<file path="src/rtl/sram_cycle_seq_pkg.sv">
// Shared types and constants for the Zorro-side SRAM cycle sequencer.
package sram_seq_pkg;

    typedef enum logic [1:0] {
        IDLE   = 2'd0,
        SELECT = 2'd1,
        ACCESS = 2'd2,
        ACK    = 2'd3
    } state_t;

    // Width of the saturating timeout counter.
    localparam int TIMEOUT_W = 7;

    // Active-low strobes and lanes rest at this level.
    localparam logic STROBE_OFF = 1'b1;

    // Registered output bundle; every field leaves the block straight from a flop.
    typedef struct packed {
        logic ce_n;
        logic oe_n;
        logic we_n;
        logic ub_n;
        logic lb_n;
        logic buf_oe;
        logic buf_dir;
        logic dtack;
        logic timeout;
    } ctrl_t;

    // Output values in IDLE and after reset: SRAM deselected, buffer off, read direction.
    localparam ctrl_t CTRL_IDLE = '{
        ce_n:    STROBE_OFF,
        oe_n:    STROBE_OFF,
        we_n:    STROBE_OFF,
        ub_n:    STROBE_OFF,
        lb_n:    STROBE_OFF,
        buf_oe:  1'b0,
        buf_dir: 1'b1,
        dtack:   1'b0,
        timeout: 1'b0
    };

endpackage

</file>
<file path="src/rtl/sram_cycle_seq_if.sv">
// Bus bundle between the 68000/decoder side and the SRAM sequencer.
// Handshake: a cycle starts when _AS is sampled low with ram_sel high; the
// sequencer answers with dtack, which stays high until _AS is sampled high
// again. _AS rising before dtack aborts the cycle and no dtack is given.
interface sram_cycle_seq_if;
    import sram_seq_pkg::*;

    logic   _AS;
    logic   _UDS;
    logic   _LDS;
    logic   RW;
    logic   ram_sel;
    logic   wr_prot;

    logic   _RAM_CE;
    logic   _RAM_OE;
    logic   _RAM_WE;
    logic   _RAM_UB;
    logic   _RAM_LB;
    logic   buf_oe;
    logic   buf_dir;
    logic   dtack;
    logic   timeout;

    // Current sequencer state, exported for debug and checkers.
    state_t dbg_state;

    modport master (
        output _AS, _UDS, _LDS, RW, ram_sel, wr_prot,
        input  _RAM_CE, _RAM_OE, _RAM_WE, _RAM_UB, _RAM_LB,
        input  buf_oe, buf_dir, dtack, timeout, dbg_state
    );

    modport slave (
        input  _AS, _UDS, _LDS, RW, ram_sel, wr_prot,
        output _RAM_CE, _RAM_OE, _RAM_WE, _RAM_UB, _RAM_LB,
        output buf_oe, buf_dir, dtack, timeout, dbg_state
    );

endinterface

</file>
<file path="src/rtl/sram_cycle_seq.sv">
// SRAM cycle sequencer: turns 68000 strobes into SRAM CE/OE/WE/lane timing,
// drives the 74x245 buffer and returns a DTACK after programmable wait states.
module sram_cycle_seq
    import sram_seq_pkg::*;
#(
    parameter int WAIT_STATES = 1,
    parameter int TIMEOUT     = 64
) (
    input  logic               CLK,
    input  logic               _RST,
    sram_cycle_seq_if.slave    bus
);

    localparam logic [2:0]           WS_LAST = 3'(WAIT_STATES);
    localparam logic [TIMEOUT_W-1:0] TO_LAST = TIMEOUT_W'(TIMEOUT - 1);
    localparam logic [TIMEOUT_W-1:0] TO_SAT  = '1;

    state_t               state, nxt_state;
    ctrl_t                ctrl, nxt_ctrl;
    logic [2:0]           wcnt, nxt_wcnt;
    logic [TIMEOUT_W-1:0] tcnt, nxt_tcnt;
    // After a timeout _AS may still be low; lock blocks a restart until _AS is seen high.
    logic                 lock, nxt_lock;
    logic                 go;

    assign go = !bus._AS && bus.ram_sel;

    // State, counters and all outputs are registered; reset is asynchronous.
    always_ff @(posedge CLK or negedge _RST) begin
        if (!_RST) begin
            state <= IDLE;
            ctrl  <= CTRL_IDLE;
            wcnt  <= '0;
            tcnt  <= '0;
            lock  <= 1'b0;
        end else begin
            state <= nxt_state;
            ctrl  <= nxt_ctrl;
            wcnt  <= nxt_wcnt;
            tcnt  <= nxt_tcnt;
            lock  <= nxt_lock;
        end
    end

    // Next-state and next-output decode; outputs hold unless a transition changes them.
    always_comb begin
        nxt_state        = state;
        nxt_ctrl         = ctrl;
        nxt_ctrl.timeout = 1'b0;
        nxt_wcnt         = wcnt;
        nxt_lock         = lock && !bus._AS;
        if (state == IDLE) begin
            nxt_tcnt = '0;
        end else if (tcnt == TO_SAT) begin
            nxt_tcnt = tcnt;
        end else begin
            nxt_tcnt = tcnt + 7'd1;
        end

        case (state)
            IDLE: begin
                nxt_ctrl = CTRL_IDLE;
                nxt_wcnt = '0;
                if (go && !lock) begin
                    nxt_state        = SELECT;
                    nxt_ctrl.ce_n    = 1'b0;
                    nxt_ctrl.buf_dir = bus.RW;
                end
            end
            SELECT: begin
                if (bus._AS) begin
                    nxt_state = IDLE;
                    nxt_ctrl  = CTRL_IDLE;
                end else if (bus.RW) begin
                    nxt_state       = ACCESS;
                    nxt_ctrl.oe_n   = 1'b0;
                    nxt_ctrl.buf_oe = 1'b1;
                    nxt_ctrl.ub_n   = bus._UDS;
                    nxt_ctrl.lb_n   = bus._LDS;
                end else if (!bus._UDS || !bus._LDS) begin
                    // Write data strobes trail _AS by a clock, so lanes are taken here.
                    nxt_state       = ACCESS;
                    nxt_ctrl.buf_oe = 1'b1;
                    nxt_ctrl.ub_n   = bus._UDS;
                    nxt_ctrl.lb_n   = bus._LDS;
                    nxt_ctrl.we_n   = bus.wr_prot;
                end
            end
            ACCESS: begin
                if (bus._AS) begin
                    nxt_state = IDLE;
                    nxt_ctrl  = CTRL_IDLE;
                end else if (wcnt == WS_LAST) begin
                    // WE rises with dtack so the write ends while CE/data are still held.
                    nxt_state      = ACK;
                    nxt_ctrl.dtack = 1'b1;
                    nxt_ctrl.we_n  = STROBE_OFF;
                end else begin
                    nxt_wcnt = wcnt + 3'd1;
                end
            end
            ACK: begin
                if (bus._AS) begin
                    nxt_state = IDLE;
                    nxt_ctrl  = CTRL_IDLE;
                end
            end
            default: begin
                nxt_state = IDLE;
                nxt_ctrl  = CTRL_IDLE;
            end
        endcase

        // Stuck-cycle guard overrides everything else.
        if (state != IDLE && tcnt == TO_LAST) begin
            nxt_state        = IDLE;
            nxt_ctrl         = CTRL_IDLE;
            nxt_ctrl.timeout = 1'b1;
            nxt_lock         = !bus._AS;
        end
    end

    assign bus._RAM_CE   = ctrl.ce_n;
    assign bus._RAM_OE   = ctrl.oe_n;
    assign bus._RAM_WE   = ctrl.we_n;
    assign bus._RAM_UB   = ctrl.ub_n;
    assign bus._RAM_LB   = ctrl.lb_n;
    assign bus.buf_oe    = ctrl.buf_oe;
    assign bus.buf_dir   = ctrl.buf_dir;
    assign bus.dtack     = ctrl.dtack;
    assign bus.timeout   = ctrl.timeout;
    assign bus.dbg_state = state;

endmodule

</file>
<file path="src/flat_wrapper.sv">
// flat-port wrapper written by rule: the top's interface ports become plain ports
module sram_cycle_seq_flat import sram_seq_pkg::*;
#(
    parameter int WAIT_STATES = 1,
    parameter int TIMEOUT     = 64
)
  (CLK, _RST, bus__AS, bus__UDS, bus__LDS, bus_RW, bus_ram_sel, bus_wr_prot, bus__RAM_CE, bus__RAM_OE, bus__RAM_WE, bus__RAM_UB, bus__RAM_LB, bus_buf_oe, bus_buf_dir, bus_dtack, bus_timeout, bus_dbg_state);
  sram_cycle_seq_if bus_i ();
  input  logic CLK;
  input  logic _RST;
  input wire logic [$bits(bus_i._AS)-1:0] bus__AS;
  input wire logic [$bits(bus_i._UDS)-1:0] bus__UDS;
  input wire logic [$bits(bus_i._LDS)-1:0] bus__LDS;
  input wire logic [$bits(bus_i.RW)-1:0] bus_RW;
  input wire logic [$bits(bus_i.ram_sel)-1:0] bus_ram_sel;
  input wire logic [$bits(bus_i.wr_prot)-1:0] bus_wr_prot;
  output wire logic [$bits(bus_i._RAM_CE)-1:0] bus__RAM_CE;
  output wire logic [$bits(bus_i._RAM_OE)-1:0] bus__RAM_OE;
  output wire logic [$bits(bus_i._RAM_WE)-1:0] bus__RAM_WE;
  output wire logic [$bits(bus_i._RAM_UB)-1:0] bus__RAM_UB;
  output wire logic [$bits(bus_i._RAM_LB)-1:0] bus__RAM_LB;
  output wire logic [$bits(bus_i.buf_oe)-1:0] bus_buf_oe;
  output wire logic [$bits(bus_i.buf_dir)-1:0] bus_buf_dir;
  output wire logic [$bits(bus_i.dtack)-1:0] bus_dtack;
  output wire logic [$bits(bus_i.timeout)-1:0] bus_timeout;
  output wire logic [$bits(bus_i.dbg_state)-1:0] bus_dbg_state;
  assign bus_i._AS = bus__AS;
  assign bus_i._UDS = bus__UDS;
  assign bus_i._LDS = bus__LDS;
  assign bus_i.RW = bus_RW;
  assign bus_i.ram_sel = bus_ram_sel;
  assign bus_i.wr_prot = bus_wr_prot;
  assign bus__RAM_CE = bus_i._RAM_CE;
  assign bus__RAM_OE = bus_i._RAM_OE;
  assign bus__RAM_WE = bus_i._RAM_WE;
  assign bus__RAM_UB = bus_i._RAM_UB;
  assign bus__RAM_LB = bus_i._RAM_LB;
  assign bus_buf_oe = bus_i.buf_oe;
  assign bus_buf_dir = bus_i.buf_dir;
  assign bus_dtack = bus_i.dtack;
  assign bus_timeout = bus_i.timeout;
  assign bus_dbg_state = bus_i.dbg_state;
  sram_cycle_seq #(.WAIT_STATES(WAIT_STATES), .TIMEOUT(TIMEOUT)) u_core (.CLK(CLK), ._RST(_RST), .bus(bus_i));
endmodule
</file>
<file path="config.mk">
export PLATFORM = sky130hd
export DESIGN_NAME = sram_cycle_seq_flat
export DESIGN_NICKNAME = d
export VERILOG_FILES = /design/src/rtl/sram_cycle_seq_pkg.sv /design/src/rtl/sram_cycle_seq_if.sv /design/src/rtl/sram_cycle_seq.sv /design/src/flat_wrapper.sv
export SDC_FILE = /design/constraint.sdc
export NUM_CORES = 1
export LEC_CHECK = 0
export CAP_MARGIN = 5
export CELL_PAD_IN_SITES_DETAIL_PLACEMENT = 1
export CELL_PAD_IN_SITES_GLOBAL_PLACEMENT = 1
export CORE_ASPECT_RATIO = 0.5
export CORE_MARGIN = 2
export CORE_UTILIZATION = 36
export CTS_BUF_LIST = sky130_fd_sc_hd__clkbuf_8 sky130_fd_sc_hd__clkbuf_16
export DETAILED_ROUTE_END_ITERATION = 10
export PLACE_DENSITY_LB_ADDON = 0.2
export SYNTH_ARGS = -nofsm -noshare
export SYNTH_HDL_FRONTEND = slang
export SYNTH_SLANG_ARGS = --single-unit
</file>
<file path="constraint.sdc">
create_clock -name CLK -period 4 [get_ports CLK]
set_clock_uncertainty 0.1 [all_clocks]
set_input_delay 0.4 -clock CLK [delete_from_list [all_inputs] [get_ports CLK]]
set_output_delay 0.4 -clock CLK [all_outputs]
set_load 0.01 [all_outputs]
</file>
Word-level counts from Yosys, hierarchy flattened:

Index checks and enable logic that the tools add are counted.

* add/subtract/negate cells: 2
* multipliers: 0
* div/mod/pow operators: 0
* order comparisons: 0
* equal/unequal tests: 18
* shift-type cells: 0
* multiplexer cells: 32
* bitwise gates (word level): 0
* reductions and logical operators: 19

Operators with widths (number)
* $pmux 9 s4: 1
* $mux 2: 9
* $mux 9: 2
* $reduce_and 3->1: 5
* $mux 7: 2
* $mux 3: 4
* $mux 1: 9
* $ne 3x2->1 const B: 3
* $mux 4: 2
* $ne 4x2->1 const B: 2
* $ne 4x3->1 const B: 2
* $pmux 2 s4: 1
* $reduce_and 4->1: 2
* $add 7x1->7 const B: 1
* $eq 7x6->1 const B: 1
* $eq 7x7->1 const B: 1
* $pmux 3 s2: 1
* $mux 5: 1
* $ne 5x3->1 const B: 1
* $eq 2x2->1 const B: 2
* $logic_and 1x1->1: 4
* $logic_not 1->1: 4
* $ne 2x2->1 const B: 2
* $reduce_bool 2->1: 2
* 7 further kinds: 7

* bits in registers: 22
* bits in latches: 0
* RAM bits: 0
* memory bits (read-only): 0
* bits of input ports: 8
* output and inout port bits: 11
* logic and storage cells: 84
* memories: 0

Depth between registers and ports, before layout:

* word-level depth: 7
* depth in mapped cells: 6
* depth with buffers taken out: 6

Least setup slack after synthesis:

OpenSTA, ideal clock, no wires.

* kind: flip-flop to flip-flop
* start: reg u_core.tcnt[0]
* end: reg u_core.state[0], in the netlist u_core.bus.dbg_state[0]
* arrival: 1.240 ns
* setup slack: 2.536 ns
* cell stages (with the launch flop): 7
* path buffers: 1
* period minus slack after synthesis: 1.464 ns
* cells stage by stage: dfrtp_1 > ha_1 > buf_2 > nand2_2 > nor3_4 > nor4b_1 > o21bai_1

* longest elaborated chain between the ends: 4
* elaborated cells on any way between the ends: 8
* classes of those cells: 5 x eq/ne; 1 x mux; 2 x reduce/logical

RTL lines
* from (decl): line sram_cycle_seq.sv:21 `logic [TIMEOUT_W-1:0] tcnt, nxt_tcnt;`
* from (signal assigned): line sram_cycle_seq.sv:40 `tcnt <= nxt_tcnt;`
* $eq 7x6->1 *: line sram_cycle_seq.sv:115 `if (state != IDLE && tcnt == TO_LAST) begin`
* $logic_and 1x1->1 *: line sram_cycle_seq.sv:115
* $ne 5x3->1 (no source line) (tied with other cells)
* $reduce_and 4->1 (no source line)
* to (signal assigned): line sram_cycle_seq.sv:37 `state <= nxt_state;`
* to (decl): line sram_cycle_seq.sv:18 `state_t state, nxt_state;`

Mark *: on every way between the ends. The rest lies on a longest branch, timed or not.
A chain may end at the register's enable or synchronous reset.

Final worst setup path:

* start: reg u_core.state[0], in the netlist u_core.bus.dbg_state[0]
* end: out bus_dbg_state[0]

RTL lines
* to (decl): line flat_wrapper.sv:26 `output wire logic [$bits(bus_i.dbg_state)-1:0] bus_dbg_state;`

No word-level cell between the ends.

==> metrics.cfg <==
[clock_network]
clock-sinks = 22
root_buffer = clkbuf_8
cts_hold_buf = 0
cts_tree = yes
path_clk_slew_ps = 80
cts-htree-levels = 1
clk_latency_ps = 260
clock_path_buffers = 2
post_cts_buffers = 0
cts_resized = 0
cts_inserted_buffers = 3

[synth]
yosys_warnings = 0
synth_seq_cells = 22
synthCells = 112
ys_seq_area_share_pct = 49.0
synth.distinct_cells = 38
netlist_area_sq_mm = 0.00114
synth_area_per_cell_sq_um = 10.2
synth_nets = 123

[timing]
rsz0062_at_grt = no
fmax_ghz = 0.475
tightest_slew_ps = 1020
tns_ps = 0
min_period_ps = 2110
slew_violations = 0
hold_viol = 0
fin_crit_sh_pct = 52.7
maxSlewHeadroom_pct = 32.0
setup_viol_count_final = 0

[floorplan]
die_h_microns = 43.8
row_count = 14
fp.coreArea_sq_mm = 0.00301
start_util_pct = 37.8
die_area_sq_mm = 0.00366
num_io_pins = 19
die_width_microns = 83.6

[power_and_ir_drop]
internal-power_mw = 0.373
p_per_area_mw_per_mm2 = 372
vdd_drop_max_mv = 0.134
p_leak_nw = 0.599
p_total_mw = 0.521
p_switching_mw = 0.147
seqPwrFrac_pct = 50.3
clockPowerShare_pct = 31.2
netSwitchingFraction_pct = 28.3
p_comb_share_pct = 18.5

[critical_path]
path_cells = clkdlybuf4s50_1
startpoint_type = flip-flop
endpoint_kind = primary output
worst_ep_required_time_ps = 3500
max_stage_delay_ps = 700
worstSetupStartpoint = u_core.bus.dbg_state[0]
crit_arrival_ps = 1610
slowest_stage = dfrtp_1
crit_family = flip-flops
critical_path_class = flip-flop to primary output
timing.rr.start = u_core.tcnt[0]
critical_path_buf_inv_count = 1
critPathMaxFanout = 16

[routing]
dr_wl_met3_microns = 69
highest_layer = met4
wl_mm = 2.56
via_per_inst = 5.24
routedWlPerCell_microns = 15.1
drc = 0
wl_met2_mm = 1.18
drt_first_iter_violations = 17
drt_first_pass_iters = 2
vias = 885
antenna_left = 0
route.layer.met1.wl_mm = 1.30

[layout]
n_antenna_cell = 0
ff_latch_area_sq_um = 558
drive_gt1_share_pct = 13.2
num-fill-cells = 355
area_growth_pct = 22.6
final_cell_mix = clkdlybuf4s50_1 (18), dfrtp_1 (16), nor2_1 (11), o21ai_0 (11), nand2_1 (9)
largest_register_ffs = 7
top_register = u_core.tcnt
multiInputGateArea_sq_um = 543
layout.nets = 141
layout_commonest_cell = clkdlybuf4s50_1

[global_route]
first_global_vias = 874
grt_pass1_wl_mm = 4.29
grt_antenna_before_repair = 0
grt.overflow.total = 0
grt_max_degree = 23
track_usage_pct = 15.0

[worst_hold_path]
min_from = u_core.lock
hold_class = flip-flop to flip-flop

[flow_run]
drv_cap = 0

[place]
hpwl_mm = 1.80
gp_congestion = 0.790
port_buffers = 18

[outcome]
status = complete, no violations

-- cell usage after synthesis --
| master | instances | area [sq um] |
|---|---|---|
| nor3b_1 | 2 | 15.0 |
| o2bb2ai_1 | 1 | 8.76 |
| and3_4 | 1 | 11.3 |
| nor3_1 | 4 | 20.0 |
| buf_4 | 1 | 7.51 |
| nand2_2 | 1 | 6.26 |
| nand2_1 | 9 | 33.8 |
| nand3b_1 | 1 | 7.51 |
| a311oi_1 | 1 | 8.76 |
| nor4b_1 | 1 | 8.76 |
| dfstp_2 | 6 | 158 |
| and2_1 | 1 | 6.26 |
| a21oi_1 | 2 | 10.0 |
| nor4_1 | 1 | 6.26 |
| o21a_1 | 1 | 7.51 |
| nor3_4 | 1 | 16.3 |
| a211oi_1 | 1 | 7.51 |
| nand4_4 | 1 | 21.3 |
| o21ai_0 | 11 | 55.1 |
| mux2i_1 | 3 | 30.0 |
| nor2_2 | 1 | 6.26 |
| nor2_4 | 1 | 11.3 |
| o211a_1 | 2 | 20.0 |
| nand2b_1 | 3 | 18.8 |
| xnor2_1 | 1 | 8.76 |
| and2b_1 | 1 | 7.51 |
| nor4_2 | 1 | 12.5 |
| o21bai_1 | 3 | 22.5 |
| buf_2 | 4 | 20.0 |
| inv_1 | 3 | 11.3 |
| or2_1 | 1 | 6.26 |
| dfrtp_1 | 16 | 400 |
| and3_1 | 2 | 12.5 |
| nor2_1 | 11 | 41.3 |
| a2111o_1 | 1 | 11.3 |
| nand3_1 | 3 | 15.0 |
| a31oi_1 | 5 | 31.3 |
| ha_1 | 3 | 37.5 |
-- through the flow --
stage               hold slack (ps)  instance area, sq um  utilization, %  instances  worst slack [ps]
floorplan                      4.41                  1140               -        112              2540
global placement                373                  1340            44.6        165              2190
detailed placement              389                  1340            44.6        165              2100
CTS                             409                  1400            46.4        169              1890
global route                    441                  1400            46.4        169              1830
finish                          396                  1400            46.4        169              1890
-- metal layers --
layer,vias up,GRT usage [%]
met5,-,0
met4,0,2.90
met3,3,4.57
met2,8,24.2
met1,436,20.6
li1,438,-
-- final timing paths --
| check | endpoint | slack (ps) | cells past startpoint |
|---|---|---|---|
| worst max-delay path | bus_dbg_state[0] | 1890 | 1 |
| worst min-delay path | u_core.lock | 400 | 2 |
| worst max register to register | u_core.bus.dtack | 2250 | 5 |
| worst min register to register | u_core.lock | 400 | 2 |
| max in group asynchronous | u_core.tcnt[5] | 2600 | 1 |
| min in group asynchronous | u_core.bus.dtack | 590 | 1 |
-- cells by family (layout without fill, tap and decap cells) --
kind of cell	count (synthesis)	count (layout)	share of synthesized area, %
XOR/XNOR	1	1	0.769
flip-flops	22	22	49.0
adder cells (fa/ha/maj)	3	3	3.29
buffers and inverters	8	25	3.40
AND/OR/NAND/NOR	47	47	24.9
multiplexers	3	3	2.63
AO/OA/AOI/OAI	28	28	16.0
-- cell type report --
type                    count  share of cell area, %
multi-input cells          82                   38.9
flip-flops and latches     22                   39.9
repair buffers             18                   12.9
inverters                   3                  0.806
well taps                  40                   3.58
clock buffers               4                   3.94
-- power groups by stage --
stage | clock network (mW) | logic, mW | registers, mW
final | 0.162 | 0.0964 | 0.262
after CTS | 0.169 | 0.0978 | 0.262
after global routing | 0.177 | 0.106 | 0.265
after global placement | 0 | 0.0954 | 0.266
after detailed placement | 0 | 0.0968 | 0.266
after floorplan | 0 | 0.0605 | 0.260
Note: power is estimated with default switching activity, not from simulation.
